`src/rtl/bus_mover.sv`:
```
// bus_mover: queues {src,dst} move commands and executes each one as a single
// source-drive cycle followed by a single destination-load cycle.
module bus_mover #(
  parameter int WIDTH = 8,
  parameter int DEPTH = 4
) (
  input  logic             clk,
  input  logic             rst_n,
  input  logic             cmd_valid,
  output logic             cmd_ready,
  input  logic [1:0]       cmd_src,
  input  logic [1:0]       cmd_dst,
  input  logic [WIDTH-1:0] bus_data,
  output logic [3:0]       drive_en,
  output logic [3:0]       load_en,
  output logic [WIDTH-1:0] load_data,
  output logic             busy,
  output logic             done
);

  localparam int AW = $clog2(DEPTH);
  localparam int CW = AW + 1;

  typedef enum logic [1:0] {
    IDLE  = 2'd0,
    DRIVE = 2'd1,
    LOAD  = 2'd2
  } state_t;

  state_t           state_r;
  logic [3:0]       mem_r [DEPTH];
  logic [AW-1:0]    wr_ptr_r;
  logic [AW-1:0]    rd_ptr_r;
  logic [CW-1:0]    count_r;
  logic [CW-1:0]    count_next_s;
  logic             ready_r;
  logic [1:0]       dst_r;
  logic [WIDTH-1:0] hold_r;
  logic [3:0]       drive_r;
  logic [3:0]       load_r;
  logic             busy_r;
  logic             done_r;
  logic             push_s;
  logic             pop_s;
  logic             nonempty_s;
  logic [3:0]       head_s;

  function automatic logic [3:0] onehot(input logic [1:0] idx);
    onehot = 4'b0001 << idx;
  endfunction

  // FIFO handshake decode and next occupancy
  always_comb begin
    nonempty_s   = (count_r != {CW{1'b0}});
    push_s       = cmd_valid && ready_r;
    head_s       = mem_r[rd_ptr_r];
    pop_s        = 1'b0;
    count_next_s = count_r;
    case (state_r)
      IDLE, LOAD: pop_s = nonempty_s;
      default:    pop_s = 1'b0;
    endcase
    case ({push_s, pop_s})
      2'b10:   count_next_s = count_r + CW'(1'b1);
      2'b01:   count_next_s = count_r - CW'(1'b1);
      default: count_next_s = count_r;
    endcase
  end

  // Command storage; contents need no reset since the pointers define validity
  always_ff @(posedge clk) begin
    if (rst_n && push_s) begin
      mem_r[wr_ptr_r] <= {cmd_src, cmd_dst};
    end
  end

  // FIFO pointers, occupancy and the registered ready flag
  always_ff @(posedge clk) begin
    if (!rst_n) begin
      wr_ptr_r <= {AW{1'b0}};
      rd_ptr_r <= {AW{1'b0}};
      count_r  <= {CW{1'b0}};
      ready_r  <= 1'b1;
    end else begin
      if (push_s) begin
        wr_ptr_r <= wr_ptr_r + AW'(1'b1);
      end
      if (pop_s) begin
        rd_ptr_r <= rd_ptr_r + AW'(1'b1);
      end
      count_r <= count_next_s;
      // a slot freed by a pop only shows up as ready after the edge
      ready_r <= (count_next_s < CW'(DEPTH));
    end
  end

  // Move sequencer with registered enables, data, busy and done
  always_ff @(posedge clk) begin
    if (!rst_n) begin
      state_r <= IDLE;
      dst_r   <= 2'b00;
      hold_r  <= {WIDTH{1'b0}};
      drive_r <= 4'b0000;
      load_r  <= 4'b0000;
      done_r  <= 1'b0;
      busy_r  <= 1'b0;
    end else begin
      case (state_r)
        IDLE, LOAD: begin
          load_r <= 4'b0000;
          done_r <= 1'b0;
          if (nonempty_s) begin
            state_r <= DRIVE;
            dst_r   <= head_s[1:0];
            drive_r <= onehot(head_s[3:2]);
            busy_r  <= 1'b1;
          end else begin
            state_r <= IDLE;
            drive_r <= 4'b0000;
            busy_r  <= (count_next_s != {CW{1'b0}});
          end
        end
        DRIVE: begin
          state_r <= LOAD;
          hold_r  <= bus_data;
          drive_r <= 4'b0000;
          load_r  <= onehot(dst_r);
          done_r  <= 1'b1;
          busy_r  <= 1'b1;
        end
        default: begin
          state_r <= IDLE;
          drive_r <= 4'b0000;
          load_r  <= 4'b0000;
          done_r  <= 1'b0;
          busy_r  <= (count_next_s != {CW{1'b0}});
        end
      endcase
    end
  end

  assign cmd_ready = ready_r;
  assign drive_en  = drive_r;
  assign load_en   = load_r;
  assign load_data = hold_r;
  assign busy      = busy_r;
  assign done      = done_r;

endmodule

```
`config.mk`:
```
export PLATFORM = sky130hd
export DESIGN_NAME = bus_mover
export DESIGN_NICKNAME = d
export VERILOG_FILES = /design/src/rtl/bus_mover.sv
export SDC_FILE = /design/constraint.sdc
export NUM_CORES = 1
export LEC_CHECK = 0
export ABC_AREA = 1
export CAP_MARGIN = 20
export CORE_ASPECT_RATIO = 1.25
export CORE_UTILIZATION = 50
export DETAILED_ROUTE_END_ITERATION = 10
export DONT_BUFFER_PORTS = 1
export SLEW_MARGIN = 20
export SYNTH_ARGS = -nofsm -noshare
export SYNTH_HDL_FRONTEND = slang
export SYNTH_SLANG_ARGS = --single-unit
```
`constraint.sdc`:
```
create_clock -name clk -period 2.9 [get_ports clk]
set_input_delay 0.145 -clock clk [delete_from_list [all_inputs] [get_ports clk]]
set_output_delay 0.145 -clock clk [all_outputs]
set_load 0.02 [all_outputs]
```
==> impl_metrics.ini, run 1 <==
[floorplan]
rows = 24
start_util_pct = 53.1
die_w_um = 56.9
coreArea_um2 = 3540
dieArea_um2 = 4010
die_h_um = 70.6
ios = 34

[clock_network]
cts-root-buf = clkbuf_8
cts_tree = yes
cts_made_buffers = 5
post_cts_resized = 0
clock_latency_ns = 0.30
clk_path_buf_depth = 2
ctsHoldBuffers = 13
clkTransAtPathRegs_ns = 0.08
htreeDepth = 2
numClockSinks = 48
cts_setup_buffers = 0

[logic_synthesis]
ys.flop_type = dfxtp_1
synth_common_cells = nor2_1 (45), nand2_1 (37), dfxtp_1 (32)
avgSynthCellArea_um2 = 9.13
synth_top_area_share_pct = 34.0
synth_top_area_cell = dfxtp_1
synth_edf_count = 16
synth_cell_types = 20
syn_nets = 227
synth_area_leaders = dfxtp_1 (34%), edfxtp_1 (26%), nor2_1 (9.0%)
synth_seq_cells = 48
yosys_warnings = 0
netlist_area_um2 = 1880
synth_cells = 206
synthArstFlopShare_pct = 0
synth.most_common_cell = nor2_1
yosysSeqAreaShare_pct = 59.6

[timing]
final.period_utilization_pct = 71.2
tns_ns = 0
finalHoldViolations = 0
finalSetupViolCount = 0
worstMarginPinSlew_ns = 0.477
rsz0062_at_grt = false
maxSlewHeadroom_pct = 68.1
clock-skew-final_ns = 0.00796
drv_slew = 0
finalCriticalPeriod_ns = 2.06
fmax_mhz = 485
final.setup.worst_slack_ns = 0.837

[layout]
seq_area_um2 = 1120
areaGrowthSynthToFinish_pct = 13.0
drive_gt1_share_pct = 10.7
final_cells = 263
multiInputGateArea_um2 = 619
fin_area_um2 = 2130
fin_nets = 244
fillers = 318
antenna_cells = 0

[power]
swShare_pct = 38.5
intPower_mw = 1.19
powerDensity_nw_per_um2 = 911
p_seq_share_pct = 52.8
ir_drop_mv = 0.505
pwr-share-comb_pct = 27.5
p_clk_share_pct = 19.7
power.total_mw = 1.94
p_switching_mw = 0.745
p_leak_nw = 0.929

[setup_path]
timing_worst_setup_path_type = reg2reg
cp_slowest_cell = fa_1
cp_cell_sequence = inv_1 > nand3_2 > nand2_2 > inv_1 > ha_1 > inv_1 > fa_1 > o21ai_0 > nor2_1 > nand3_1 > nand2_1 > nand2_1
cp_max_fo = 9
crit_top_cell = inv_1
worst_path_dominant_cell_family = adder cells
r2r_cells = 12
worstSetupStartpointType = register
worstSetupPathDepth = 12
max_stage_delay_ns = 0.41
reg2reg_slack_ns = 0.84
cp-end-kind = register
required_ns = 3.14
rr_startpoint = count_r[0]
crit_arrival_ns = 2.30
path_buf_inv = 3
rr_endpoint = busy

[placed_design]
placed_area_um2 = 1910
hpwl_um = 2250
dp_slack_ns = 0.871
gp_congestion = 0.776
portBuffers = 0
dpl.cell_count = 242

[hold_path]
min_from = rst_n
holdPathStages = 2
hold_path_class = in2reg

[route]
dr.pass1.iters = 7
drt_drc_violations_left = 2
antenna_left = 0
routed_wl_um = 3230
via_count = 1280
vias_per_cell = 4.87
wl_per_cell_um = 12.3
drt_iter0_drc = 36

[grt]
grt_pass1_vias = 1300
grt_pass1_wl_um = 5460
grt_usage_pct = 18.2
grt_overflow_total = 0
grt_antenna_before_repair = 0
grt_max_degree = 16

[run_status]
status = finished with violations
violations = DRC

[run]
cap_violations = 0
[cell type report]
cell class              instances  area share (%)
flip-flops and latches         48            52.7
multi-input cells             123            29.1
repair buffers                 13            6.12
inverters                      32            5.65
clock buffers                   5            3.24
well taps                      39            2.29
clock inverters                 3           0.882
[registers in the layout (all words and copies together) (netlist names), named ones only]
| signal | cells |
|---|---|
| cmd_ready | 1 |
| drive_en | 4 |
| count_r | 3 |
| done | 1 |
| busy | 1 |
| rd_ptr_r | 2 |
| load_en | 4 |
| wr_ptr_r | 2 |
| state_r | 2 |
| dst_r | 2 |
| load_data | 8 |
| mem_r | 16 |
[cells by family (layout without fill, tap and decap cells)]
kind of cell / Yosys count / after routing / synth area share [%]
xor+xnor: 1 / 1 / 0.466
flops: 48 / 48 / 59.6
buf+inv: 35 / 53 / 7.51
compound gates: 17 / 17 / 4.52
fa+ha+maj: 6 / 6 / 4.39
simple gates: 99 / 99 / 23.5
[power by group through the flow]
stage          clock, mW  sequential (mW)  combinational, mW
6_report           0.382             1.02              0.532
5_1_grt            0.416             1.04              0.627
4_1_cts            0.394             1.03              0.539
3_5_place_dp           0             1.04              0.520
3_3_place_gp           0             1.04              0.494
2_1_floorplan          0             1.01              0.448
[worst max-delay path by stage]
| stage | endpoint | startpoint | slack [ns] |
|---|---|---|---|
| floorplan | busy | count_r[0] | 1.08 |
| global placement | busy | count_r[0] | 1.0 |
| detailed placement | busy | count_r[0] | 0.87 |
| CTS | busy | count_r[0] | 0.83 |
| global route | busy | count_r[0] | 0.61 |
| finish | busy | count_r[0] | 0.84 |
[metrics by stage]
step,hold slack (ns),util (%)
2_1_floorplan,0.244,-
3_3_place_gp,0.244,53.9
3_5_place_dp,0.244,53.9
4_1_cts,0.00604,60.0
5_1_grt,0.0242,60.0
6_report,0.0122,60.0
[routing by layer]
layer	global-route usage (%)	part of all wire [%]
met3	4.57	3.3
met2	34.7	55
met1	18.3	40
met4	8.40	2.0
met5	0	0
[cells in the final DEF, fill, tap and decap left out, types with 3 or more instances in the layout]
master	netlist	routed
nand2_1	37	37
nand2_2	4	4
edfxtp_1	16	16
o21ai_0	14	14
inv_2	4	4
dlygate4sd3_1	0	13
clkbuf_8	0	5
dfxtp_1	32	32
nand3_2	3	3
nand3_1	4	4
ha_1	5	5
nor2_1	45	45
a21oi_1	3	3
inv_1	28	28
No activity file was read; power rests on OpenSTA's default activity.
==> run 2, diff against run 1 <==
Settings changed: PLACE_DENSITY set to 0.68.
Clock period 2.9 ns to 1.7 ns, I/O delays scaled along.
==> impl_metrics.ini, run 2 (synthesis gave the netlist of run 1 again) <==
[route]
routed_wl_um = 3650
drt_drc_violations_left = 6
via_count = 1428
vias_per_cell = 4.94
antenna_left = 0
dr.pass1.iters = 7
wl_per_cell_um = 12.6
drt_iter0_drc = 63

[timing]
rsz0062_at_grt = true
drv_slew = 0
final.period_utilization_pct = 101
clock-skew-final_ns = 0.0130
final.setup.worst_slack_ns = -0.0147
fmax_mhz = 583
finalCriticalPeriod_ns = 1.71
finalSetupViolCount = 2
timing.hold.ws_ns = -0.109
finalHoldViolations = 3
worstMarginPinSlew_ns = 0.448
maxSlewHeadroom_pct = 70.1

[clock_network]
clock_latency_ns = 0.30
clkTransAtPathRegs_ns = 0.08
cts_made_buffers = 5
cts_tree = yes
htreeDepth = 2
numClockSinks = 48
cts-root-buf = clkbuf_8
clk_path_buf_depth = 2
ctsHoldBuffers = 26

[floorplan]
dieArea_um2 = 4010
coreArea_um2 = 3540
rows = 24
die_w_um = 56.9
ios = 34
start_util_pct = 53.1
die_h_um = 70.6

[grt]
grt_antenna_before_repair = 0
grt_overflow_total = 0
grt_max_degree = 18
grt_usage_pct = 20.3
grt_pass1_vias = 1401
grt_pass1_wl_um = 6180

[setup_path]
path_buf_inv = 3
cp_cell_sequence = inv_2 > nand3_4 > nand2_4 > inv_4 > ha_4 > inv_2 > fa_1 > nand2_1 > nand3_1 > nand2_1 > nand2_1 > nand2_2 > nand2_1
crit_top_cell = nand2_1
rr_startpoint = count_r[0]
startpoint = count_r[0]
worst_path_dominant_cell_family = simple AND/OR/NAND/NOR gates
cp_max_fo = 3
cp-end-kind = register
max_stage_delay_ns = 0.40
crit_arrival_ns = 1.91
required_ns = 1.90
cp_slowest_cell = fa_1
timing_worst_setup_path_type = reg2reg
worstSetupStartpointType = register

[run]
cap_violations = 0

[placed_design]
gp_congestion = 0.790
dpl.cell_count = 246
hpwl_um = 2230
portBuffers = 0
dp_slack_ns = -0.0962

[run_status]
violations = DRC, hold timing, setup timing
status = finished with violations

[hold_path]
hold_path_class = in2reg
min_from = rst_n

[power]
p_leak_nw = 1.04
ir_drop_mv = 0.875
powerDensity_nw_per_um2 = 1610

[layout]
layout_common_cells = nor2_1 (44), nand2_1 (36), dfxtp_1 (29), dlygate4sd3_1 (26), inv_1 (23)
layout_commonest_cell = nor2_1
fin_nets = 270
drive_gt1_share_pct = 19.2
antenna_cells = 0
largest_reg_flops = 16
postLayoutCoreUtil_pct = 68.0
areaGrowthSynthToFinish_pct = 28.1
final_cells = 289
max_flop_register = mem_r
-- run 2: cell count changes in the layout (fill, tap and decap cells not counted), sizes merged --
cell         change
buf             +13
dlygate4sd3     +13
clkinv           -3
clkbuf           +3
-- run 2: final timing paths --
kind,cells after the start,endpoint,slack [ns]
worst max-delay path,13,busy,-0.01
worst min-delay path,1,cmd_ready,-0.11
worst max register to register,13,busy,-0.01
worst min register to register,1,load_en[2],0.47
-- run 2: area by class of cell --
| class | count | area, um2 |
|---|---|---|
| fillers | 274 | 1130 |
| flip-flops and latches | 48 | 1120 |
| multi-input cells | 123 | 653 |
| repair buffers | 39 | 358 |
| inverters | 32 | 125 |
| clock buffers | 8 | 100 |
| well taps | 39 | 48.8 |
-- run 2: what timing repair did --
action                                  CTS  global route
hold endpoints to repair                 34             3
gates resized for setup                  11             2
endpoints found under the setup margin    4             6
setup buffers                             4             5
pin swaps                                 4             6
-- run 2: power by group --
part	internal (mW)	leakage, nW	switching (mW)	total (mW)
registers	1.43	0.409	0.317	1.75
clock network	0.371	0.0515	0.344	0.715
logic	0.664	0.576	0.758	1.42
-- run 2: per-stage QoR --
step	TNS (ns)	cell area (um2)	power [mW]	hold WS, ns
2_1_floorplan	0	1890	2.51	0.184
3_3_place_gp	0	1950	2.67	0.184
3_5_place_dp	-0.236	1950	2.73	0.184
4_1_cts	-0.0142	2370	3.75	-0.119
5_1_grt	-0.494	2410	4.12	-0.120
6_report	-0.0156	2410	3.89	-0.109
-- run 2: metal layers --
metal,wire [um],part of all wire (%),global-route usage [%],vias up
met3,170,4.7,6.40,6
met4,46,1.3,7.05,0
li1,-,-,-,719
met1,1480,41,23.6,666
met2,1960,54,35.4,37
met5,0,0,0,-
